## src/rtl/parking_occupancy.sv

```systemverilog
// Two-sensor lot gate monitor: decodes entry/exit order of outer (a) and inner (b)
// sensors and keeps a saturating occupancy count with full/empty status.
module parking_occupancy #(
    parameter int CAPACITY    = 7,
    parameter int SYNC_STAGES = 2
) (
    input  logic       clk,
    input  logic       reset,
    input  logic       a,
    input  logic       b,
    output logic [2:0] count,
    output logic       full,
    output logic       empty,
    output logic       enter_p,
    output logic       exit_p,
    output logic       err
);

    localparam logic [2:0] CAP = 3'(CAPACITY);

    localparam logic [2:0] ST_IDLE = 3'd0;
    localparam logic [2:0] ST_EN1  = 3'd1;
    localparam logic [2:0] ST_EN2  = 3'd2;
    localparam logic [2:0] ST_EN3  = 3'd3;
    localparam logic [2:0] ST_EX1  = 3'd4;
    localparam logic [2:0] ST_EX2  = 3'd5;
    localparam logic [2:0] ST_EX3  = 3'd6;
    localparam logic [2:0] ST_ERR  = 3'd7;

    logic [SYNC_STAGES-1:0] a_sync_q;
    logic [SYNC_STAGES-1:0] b_sync_q;
    logic [1:0]             sab;

    logic [2:0] state_q, state_d;
    logic [2:0] count_q, count_d;
    logic       enter_q, enter_d;
    logic       exit_q,  exit_d;
    logic       err_q;

    // Sensor synchronisers; the oldest stage feeds the FSM.
    always_ff @(posedge clk or posedge reset) begin
        if (reset) begin
            a_sync_q <= '0;
            b_sync_q <= '0;
        end else begin
            a_sync_q <= {a_sync_q[SYNC_STAGES-2:0], a};
            b_sync_q <= {b_sync_q[SYNC_STAGES-2:0], b};
        end
    end

    assign sab = {a_sync_q[SYNC_STAGES-1], b_sync_q[SYNC_STAGES-1]};

    always_comb begin
        state_d = state_q;
        case (state_q)
            ST_IDLE: begin
                if (sab == 2'b10)      state_d = ST_EN1;
                else if (sab == 2'b01) state_d = ST_EX1;
                else if (sab == 2'b11) state_d = ST_ERR;
            end
            ST_EN1: begin
                if (sab == 2'b11)      state_d = ST_EN2;
                else if (sab == 2'b00) state_d = ST_IDLE;
                else if (sab == 2'b01) state_d = ST_ERR;
            end
            ST_EN2: begin
                if (sab == 2'b01)      state_d = ST_EN3;
                else if (sab == 2'b10) state_d = ST_EN1;
                else if (sab == 2'b00) state_d = ST_ERR;
            end
            ST_EN3: begin
                if (sab == 2'b00)      state_d = ST_IDLE;
                else if (sab == 2'b11) state_d = ST_EN2;
                else if (sab == 2'b10) state_d = ST_ERR;
            end
            ST_EX1: begin
                if (sab == 2'b11)      state_d = ST_EX2;
                else if (sab == 2'b00) state_d = ST_IDLE;
                else if (sab == 2'b10) state_d = ST_ERR;
            end
            ST_EX2: begin
                if (sab == 2'b10)      state_d = ST_EX3;
                else if (sab == 2'b01) state_d = ST_EX1;
                else if (sab == 2'b00) state_d = ST_ERR;
            end
            ST_EX3: begin
                if (sab == 2'b00)      state_d = ST_IDLE;
                else if (sab == 2'b11) state_d = ST_EX2;
                else if (sab == 2'b01) state_d = ST_ERR;
            end
            default: begin
                if (sab == 2'b00)      state_d = ST_IDLE;
            end
        endcase
    end

    // Pulses fire on every completed pass; the count alone saturates.
    always_comb begin
        enter_d = (state_q == ST_EN3) && (sab == 2'b00);
        exit_d  = (state_q == ST_EX3) && (sab == 2'b00);
        count_d = count_q;
        if (enter_d && (count_q != CAP))
            count_d = count_q + 3'd1;
        else if (exit_d && (count_q != 3'd0))
            count_d = count_q - 3'd1;
    end

    always_ff @(posedge clk or posedge reset) begin
        if (reset) begin
            state_q <= ST_IDLE;
            count_q <= 3'd0;
            enter_q <= 1'b0;
            exit_q  <= 1'b0;
            err_q   <= 1'b0;
        end else begin
            state_q <= state_d;
            count_q <= count_d;
            enter_q <= enter_d;
            exit_q  <= exit_d;
            err_q   <= (state_d == ST_ERR);
        end
    end

    assign count   = count_q;
    assign full    = (count_q == CAP);
    assign empty   = (count_q == 3'd0);
    assign enter_p = enter_q;
    assign exit_p  = exit_q;
    assign err     = err_q;

endmodule
```

## config.mk

```make
export PLATFORM = sky130hd
export DESIGN_NAME = parking_occupancy
export DESIGN_NICKNAME = d
export VERILOG_FILES = /design/src/rtl/parking_occupancy.sv
export SDC_FILE = /design/constraint.sdc
export NUM_CORES = 1
export LEC_CHECK = 0
export CAP_MARGIN = 20
export CORE_MARGIN = 4
export CORE_UTILIZATION = 51
export CTS_CLUSTER_DIAMETER = 30
export DETAILED_ROUTE_END_ITERATION = 16
export GPL_TIMING_DRIVEN = 0
export HOLD_SLACK_MARGIN = 0.06
export PLACE_DENSITY = 0.76
export SYNTH_ARGS = -nofsm -noshare
export SYNTH_HDL_FRONTEND = slang
export SYNTH_SLANG_ARGS = --single-unit
```

## constraint.sdc

```tcl
create_clock -name clk -period 3.1 [get_ports clk]
set_input_delay 0.62 -clock clk [delete_from_list [all_inputs] [get_ports clk]]
set_output_delay 0.62 -clock clk [all_outputs]
set_load 0.03 [all_outputs]
```

==> summary.txt, run 1 <==
STA
  • Final setup fails: 0
  • Final Hold Vio Count: 0
  • Slew margin rel.: 0.6713
  • FMAX: 0.3857 GHz
  • Post-layout minimum cycle time: 2593 ps
  • Pins Over Slew Limit: 0
  • Worst-Margin Slew: 492.6 ps
  • Fin Clk Skew: 2.791 ps
  • Period utilisation layout: 0.8364
  • Unrepaired setup endpoints after global routing: false
  • Final setup TNS: 0 ps

GRT
  • Total grt overflow: 0
  • Largest net degree at the start of global routing: 14
  • Vias in the first global route: 590
  • First-pass GRT wire length: 2.711 mm
  • Overall Global Routing Usage: 0.1768
  • Initial antenna violation count: 0

Synth
  • EDFF count, synth: 0
  • Yosys cell types: 41
  • Gate Count Post-Synth: 80
  • Asr flop ratio synth: 1.000
  • Sequential fraction of the synthesis area: 0.4160
  • Synth cell count leaders: 13 x dfrtp_1, 5 x nor3_1
  • Syn_area_per_cell: 9.775 µm²
  • Post-synth top area share: 0.4160
  • Yosys top cell by area: dfrtp_1
  • Post-Syn Nets: 85
  • Top FF cell, synth: dfrtp_1
  • Synth warn: 0
  • Post-Syn Area: 782.0 µm²
  • Count leader, synth: dfrtp_1
  • Area contributors post-synth: dfrtp_1 42%, nand2b_1 3.2%, nor3_1 3.2%
  • Post-synthesis register bit count: 13

Critical path
  • Critical path endpoint category: flop
  • Kind of critical path: reg2reg
  • Arr. time, crit path: 2760 ps
  • CP Launch Type: flop
  • Worst reg-to-reg path cell count: 8
  • Critical Path Fanout Max: 10
  • Critical Path RT: 3270 ps

Power and ir drop
  • Max rail drop VDD: 406.1 µV
  • Overall power: 0.0007566 W
  • Cell Pwr Density: 806.3 nW/µm²
  • Leakage power: 0.4079 nW

Route
  • Detailed-route via count: 631
  • Residual DRC: 0
  • Vias per cell: 5.736
  • Met3 routed WL: 93 µm
  • DRT antenna net count: 0
  • Wire length per cell: 14.23 µm
  • Uppermost layer routed: met4
  • Starting DRT DRC Count: 17
  • Total wire length: 1.565 mm
  • M1 WL: 777 µm
  • 1st-pass router iterations: 4
  • Met2 WL post-DR: 680 µm

CTS
  • Max Buffers Root-to-Sink: 2
  • Post-CTS Resized: 0
  • Skew-Pair Late Insertion Delay: 280 ps
  • Root Buffer: clkbuf_4
  • TritonCTS Buffers: 3
  • Hold Buf Count CTS: 0
  • CTS tree: built
  • H-tree depth: 1
  • CTS clk-pin slew, worst paths: 80 ps
  • Clock sinks: 13
  • Setup Fix Bufs, Post-CTS: 0

Final layout
  • P&R area growth vs syn: 20.00%
  • Fill cells: 114
  • Antenna Cells: 0
  • Layout cells sized above 1: 0.1263
  • Layout Nets: 101
  • Design Area, Final: 938.4 µm²

Outcome
  • Status: finished clean

Place
  • Routability cong.: 0.8238
  • DP Area: 910.9 µm²
  • Port Buffers: 11
  • Detailed placement HPWL: 1.113 mm

Min path
  • HP Class: reg2reg
  • Hold Path Stages: 0

Floorplan
  • Initial Util: 0.5723
  • Die width: 47.16 µm
  • DIE AREA: 2224 µm²
  • Num rows: 13
  • Die Y: 47.16 µm
  • Boundary pin count: 12
  • Core ar.: 1366 µm²

Job
  • Max-Cap Viols: 0
through the flow:
| step | utilization | hold slack [ps] | cells | worst slack [ps] |
|---|---|---|---|---|
| 2_1_floorplan | - | 331.2 | 80 | 639.0 |
| 3_3_place_gp | 0.6667 | 332.2 | 106 | 556.4 |
| 3_5_place_dp | 0.6667 | 339.5 | 106 | 524.7 |
| 4_1_cts | 0.6868 | 358.7 | 110 | 499.8 |
| 5_1_grt | 0.6868 | 377.7 | 110 | 365.6 |
| 6_report | 0.6868 | 356.0 | 110 | 507.0 |
report_power, final:
group          total (W)  internal (W)  leakage, nW  switching, W
sequential      0.000237      0.000207        0.162     0.0000297
clock           0.000108     0.0000479       0.0177     0.0000602
combinational   0.000412      0.000174        0.228      0.000238
total           0.000757      0.000429        0.408      0.000328
per-layer routing:
metal | vias up | track usage
met5 | - | 0
met4 | 0 | 0.04972
met3 | 2 | 0.06130
met2 | 16 | 0.2629
met1 | 295 | 0.2452
li1 | 318 | -
worst max-delay path, stage by stage (launching register included):
cell and delay (ps):
dfrtp_1 380, buf_6 130, or3b_1 360, buf_6 160, or3_1 390, fa_1 470, nor3_2 230, a31oi_1 60
o221a_2 290
sequential cells by signal (all words and copies together) (netlist names):
name      flops
state_q       3
enter_p       1
err           1
a_sync_q      2
exit_p        1
count         3
b_sync_q      2
layout by cell type (no fill, tap or decap), types with 3 or more instances in the layout:
cell type / Yosys / final
clkbuf_1: 4 / 4
clkbuf_4: 0 / 3
clkdlybuf4s50_1: 0 / 11
dfrtp_1: 13 / 13
inv_1: 4 / 4
nand2b_1: 4 / 4
nor2_1: 4 / 4
nor3_1: 5 / 5
o21ai_0: 3 / 3
cell type report:
| class | instances | area [µm²] | share of cell area |
|---|---|---|---|
| Clock inverter | 1 | 5.005 | 0.005333 |
| Tap cell | 15 | 18.77 | 0.02000 |
| Clock buffer | 3 | 22.52 | 0.02400 |
| Inverter | 4 | 15.01 | 0.01600 |
| Multi-Input combinational cell | 55 | 394.1 | 0.4200 |
| Buffer | 8 | 47.55 | 0.05067 |
| Sequential cell | 13 | 325.3 | 0.3467 |
| Timing Repair Buffer | 11 | 110.1 | 0.1173 |
path summary, 6_finish.rpt:
check,from,to,slack [ps]
setup / recovery,b_sync_q[1],count[2],510
hold / removal,b_sync_q[0],b_sync_q[1],360
setup reg to reg,b_sync_q[1],count[2],510
hold reg to reg,b_sync_q[0],b_sync_q[1],360
max in group asynchronous,reset,state_q[1],2110
min in group asynchronous,reset,exit_p,660
logic make-up (layout without fill, tap and decap cells):
kind of cell | Yosys count | after routing | synth area share
buffers and inverters | 12 | 27 | 0.07999
adder cells (fa/ha/maj) | 1 | 1 | 0.02560
AO/OA/AOI/OAI | 21 | 21 | 0.2016
AND/OR/NAND/NOR | 31 | 31 | 0.2528
multiplexers | 1 | 1 | 0.01280
XOR/XNOR | 1 | 1 | 0.01120
flip-flops | 13 | 13 | 0.4160
Note: power is estimated with default switching activity, not from simulation.
==> run 2: changes to the inputs <==
==> constraint.sdc (replaced) <==
create_clock -name clk -period 2.7 [get_ports clk]
set_input_delay 0.54 -clock clk [delete_from_list [all_inputs] [get_ports clk]]
set_output_delay 0.54 -clock clk [all_outputs]
set_load 0.03 [all_outputs]
==> summary.txt, run 2 (synthesized netlist as in run 1, its figures left out) <==
Outcome
  • Status: finished clean

Route
  • Vias per cell: 5.745 (+0.16%)
  • DRT antenna net count: 0 (unchanged)
  • 1st-pass router iterations: 4 (unchanged)
  • Total wire length: 1.584 mm (+1.2%)
  • Wire length per cell: 14.40 µm (+1.2%)
  • Residual DRC: 0 (unchanged)
  • Starting DRT DRC Count: 17 (unchanged)
  • Detailed-route via count: 632 (+0.16%)

STA
  • FMAX: 0.3972 GHz (+3.0%)
  • Unrepaired setup endpoints after global routing: false
  • Final setup fails: 0 (unchanged)
  • Final Hold Vio Count: 0 (unchanged)
  • Worst-Margin Slew: 492.0 ps (-0.5183 ps)
  • Pins Over Slew Limit: 0 (unchanged)
  • Slew margin rel.: 0.6716 (about the same)
  • Fin Clk Skew: 0.7152 ps (-2.075 ps)
  • Fin worst setup slack: 182.2 ps (-324.8 ps)
  • Period utilisation layout: 0.9325 (+0.09606)
  • Final setup TNS: 0 ps (unchanged)
  • Post-layout minimum cycle time: 2518 ps (-75.22 ps)

Floorplan
  • DIE AREA: 2224 µm² (unchanged)
  • Die width: 47.16 µm (unchanged)
  • Initial Util: 0.5723 (unchanged)
  • Core ar.: 1366 µm² (unchanged)
  • Die Y: 47.16 µm (unchanged)
  • Num rows: 13 (unchanged)
  • Boundary pin count: 12 (unchanged)

Critical path
  • Critical Path Fanout Max: 10 (unchanged)
  • Kind of critical path: reg2reg
  • Arr. time, crit path: 2740 ps (-20 ps)
  • CP Launch Type: flop
  • Cell Chain, Critical Path: buf_6, or3b_1, buf_6, or3_1, fa_2, nor4_1, nor3_1, o221a_1
  • Critical Path RT: 2920 ps (-350 ps)
  • Slowest CP cell: fa_2
  • Biggest cell delay along the critical path: 560 ps (+90 ps)
  • Critical path endpoint category: flop
  • Most used cell, CP: buf_6
  • Worst reg-to-reg path cell count: 8 (unchanged)

CTS
  • Hold Buf Count CTS: 0 (unchanged)
  • TritonCTS Buffers: 3 (unchanged)
  • Skew-Pair Late Insertion Delay: 280 ps (about the same)
  • Root Buffer: clkbuf_4
  • CTS tree: built
  • Setup Fix Bufs, Post-CTS: 0 (unchanged)
  • Clock sinks: 13 (unchanged)
  • Max Buffers Root-to-Sink: 2 (unchanged)
  • CTS clk-pin slew, worst paths: 80 ps (about the same)
  • Post-CTS Resized: 0 (unchanged)
  • H-tree depth: 1 (unchanged)

Final layout
  • Antenna Cells: 0 (unchanged)
  • Fill cells: 113 (-0.88%)
  • Commonest non-fill, non-tap cells in the layout: 13 x dfrtp_1, 11 x clkdlybuf4s50_1, 5 x nor3_1
  • Layout cells sized above 1: 0.1368 (+0.01053)
  • P&R area growth vs syn: 20.32%
  • Final Util: 0.6886 (+0.001832)
  • Final std cells w/o fill: 110 (unchanged)
  • Commonest non-fill, non-tap cell in the layout: dfrtp_1
  • Layout Nets: 101 (unchanged)

Power and ir drop
  • Leakage power: 0.4071 nW (-0.18%)
  • Overall power: 0.0008730 W (+15%)
  • Cell Pwr Density: 927.9 nW/µm² (+15%)
  • Max rail drop VDD: 466.6 µV (+15%)

Min path
  • HP Class: reg2reg
  • Hold Path Stages: 0 (unchanged)

GRT
  • Initial antenna violation count: 0 (unchanged)
  • Overall Global Routing Usage: 0.1768 (unchanged)
  • Vias in the first global route: 590 (unchanged)
  • Total grt overflow: 0 (unchanged)
  • First-pass GRT wire length: 2.711 mm (unchanged)
  • Largest net degree at the start of global routing: 14 (unchanged)

Place
  • Routability cong.: 0.8238 (unchanged)
  • Port Buffers: 11 (unchanged)
  • Detailed placement HPWL: 1.113 mm (unchanged)
  • Pre-CTS WS: 124.7 ps (-400.0 ps)
  • Inst Count DP: 106 (unchanged)

Job
  • Max-Cap Viols: 0 (unchanged)
-- run 2: cell types whose count changed in the layout (fill, tap and decap cells not counted) --
cell	delta
fa_1	-1
fa_2	+1
-- run 2: layout make-up --
class                   instances  area (µm²)  share of cell area
repair buffers                 11       110.1              0.1170
inverters                       4       15.01             0.01596
flip-flops and latches         13       325.3              0.3457
clock buffers                   3       22.52             0.02394
well taps                      15       18.77             0.01995
multi-input cells              55       396.6              0.4215
plain buffers                   8       47.55             0.05053
clock inverters                 1       5.005            0.005319
-- run 2: critical path, delay by kind of cell, from the launching register on --
family                     cells  cell delay, ps
and+or+nand+nor                4            1010
adders and majority gates      1             560
DFF                            1             380
buffers and inverters          2             290
AOI/OAI and AO/OA              1             200
-- run 2: stage by stage --
step / hold WS, ps / cell area [µm²]
3_5_place_dp: 339.5 / 910.9
6_report: 356.1 / 940.9
4_1_cts: 358.7 / 938.4
3_3_place_gp: 332.2 / 910.9
2_1_floorplan: 331.2 / 782.0
5_1_grt: 377.7 / 940.9
-- run 2: per-layer routing --
layer	share of wire	vias to the layer above	global-route usage
met3	0.061	3	0.06130
met5	0	-	0
met4	0.015	0	0.04972
met2	0.42	19	0.2629
li1	-	317	-
met1	0.50	293	0.2452
-- run 2: power breakdown --
group          switching (W)  internal (W)
Combinational       0.000274      0.000203
Sequential         0.0000347      0.000238
Clock              0.0000690     0.0000551
-- run 2: worst paths after layout --
path                                   from           to  slack [ps]
worst max-delay path            b_sync_q[1]     count[1]         180
min in group asynchronous             reset       exit_p         580
worst max register to register  b_sync_q[1]     count[1]         180
worst min-delay path            b_sync_q[0]  b_sync_q[1]         360
max in group asynchronous             reset   state_q[1]        1790
worst min register to register  b_sync_q[0]  b_sync_q[1]         360
==> run 3: changes to the inputs <==
--- a/config.mk
+++ b/config.mk
@@ -16,3 +16,4 @@
 export SYNTH_ARGS = -nofsm -noshare
 export SYNTH_HDL_FRONTEND = slang
 export SYNTH_SLANG_ARGS = --single-unit
+export TNS_END_PERCENT = 50
==> results of run 3 <==
Final layout, timing and power as in run 2 (identical DEF).
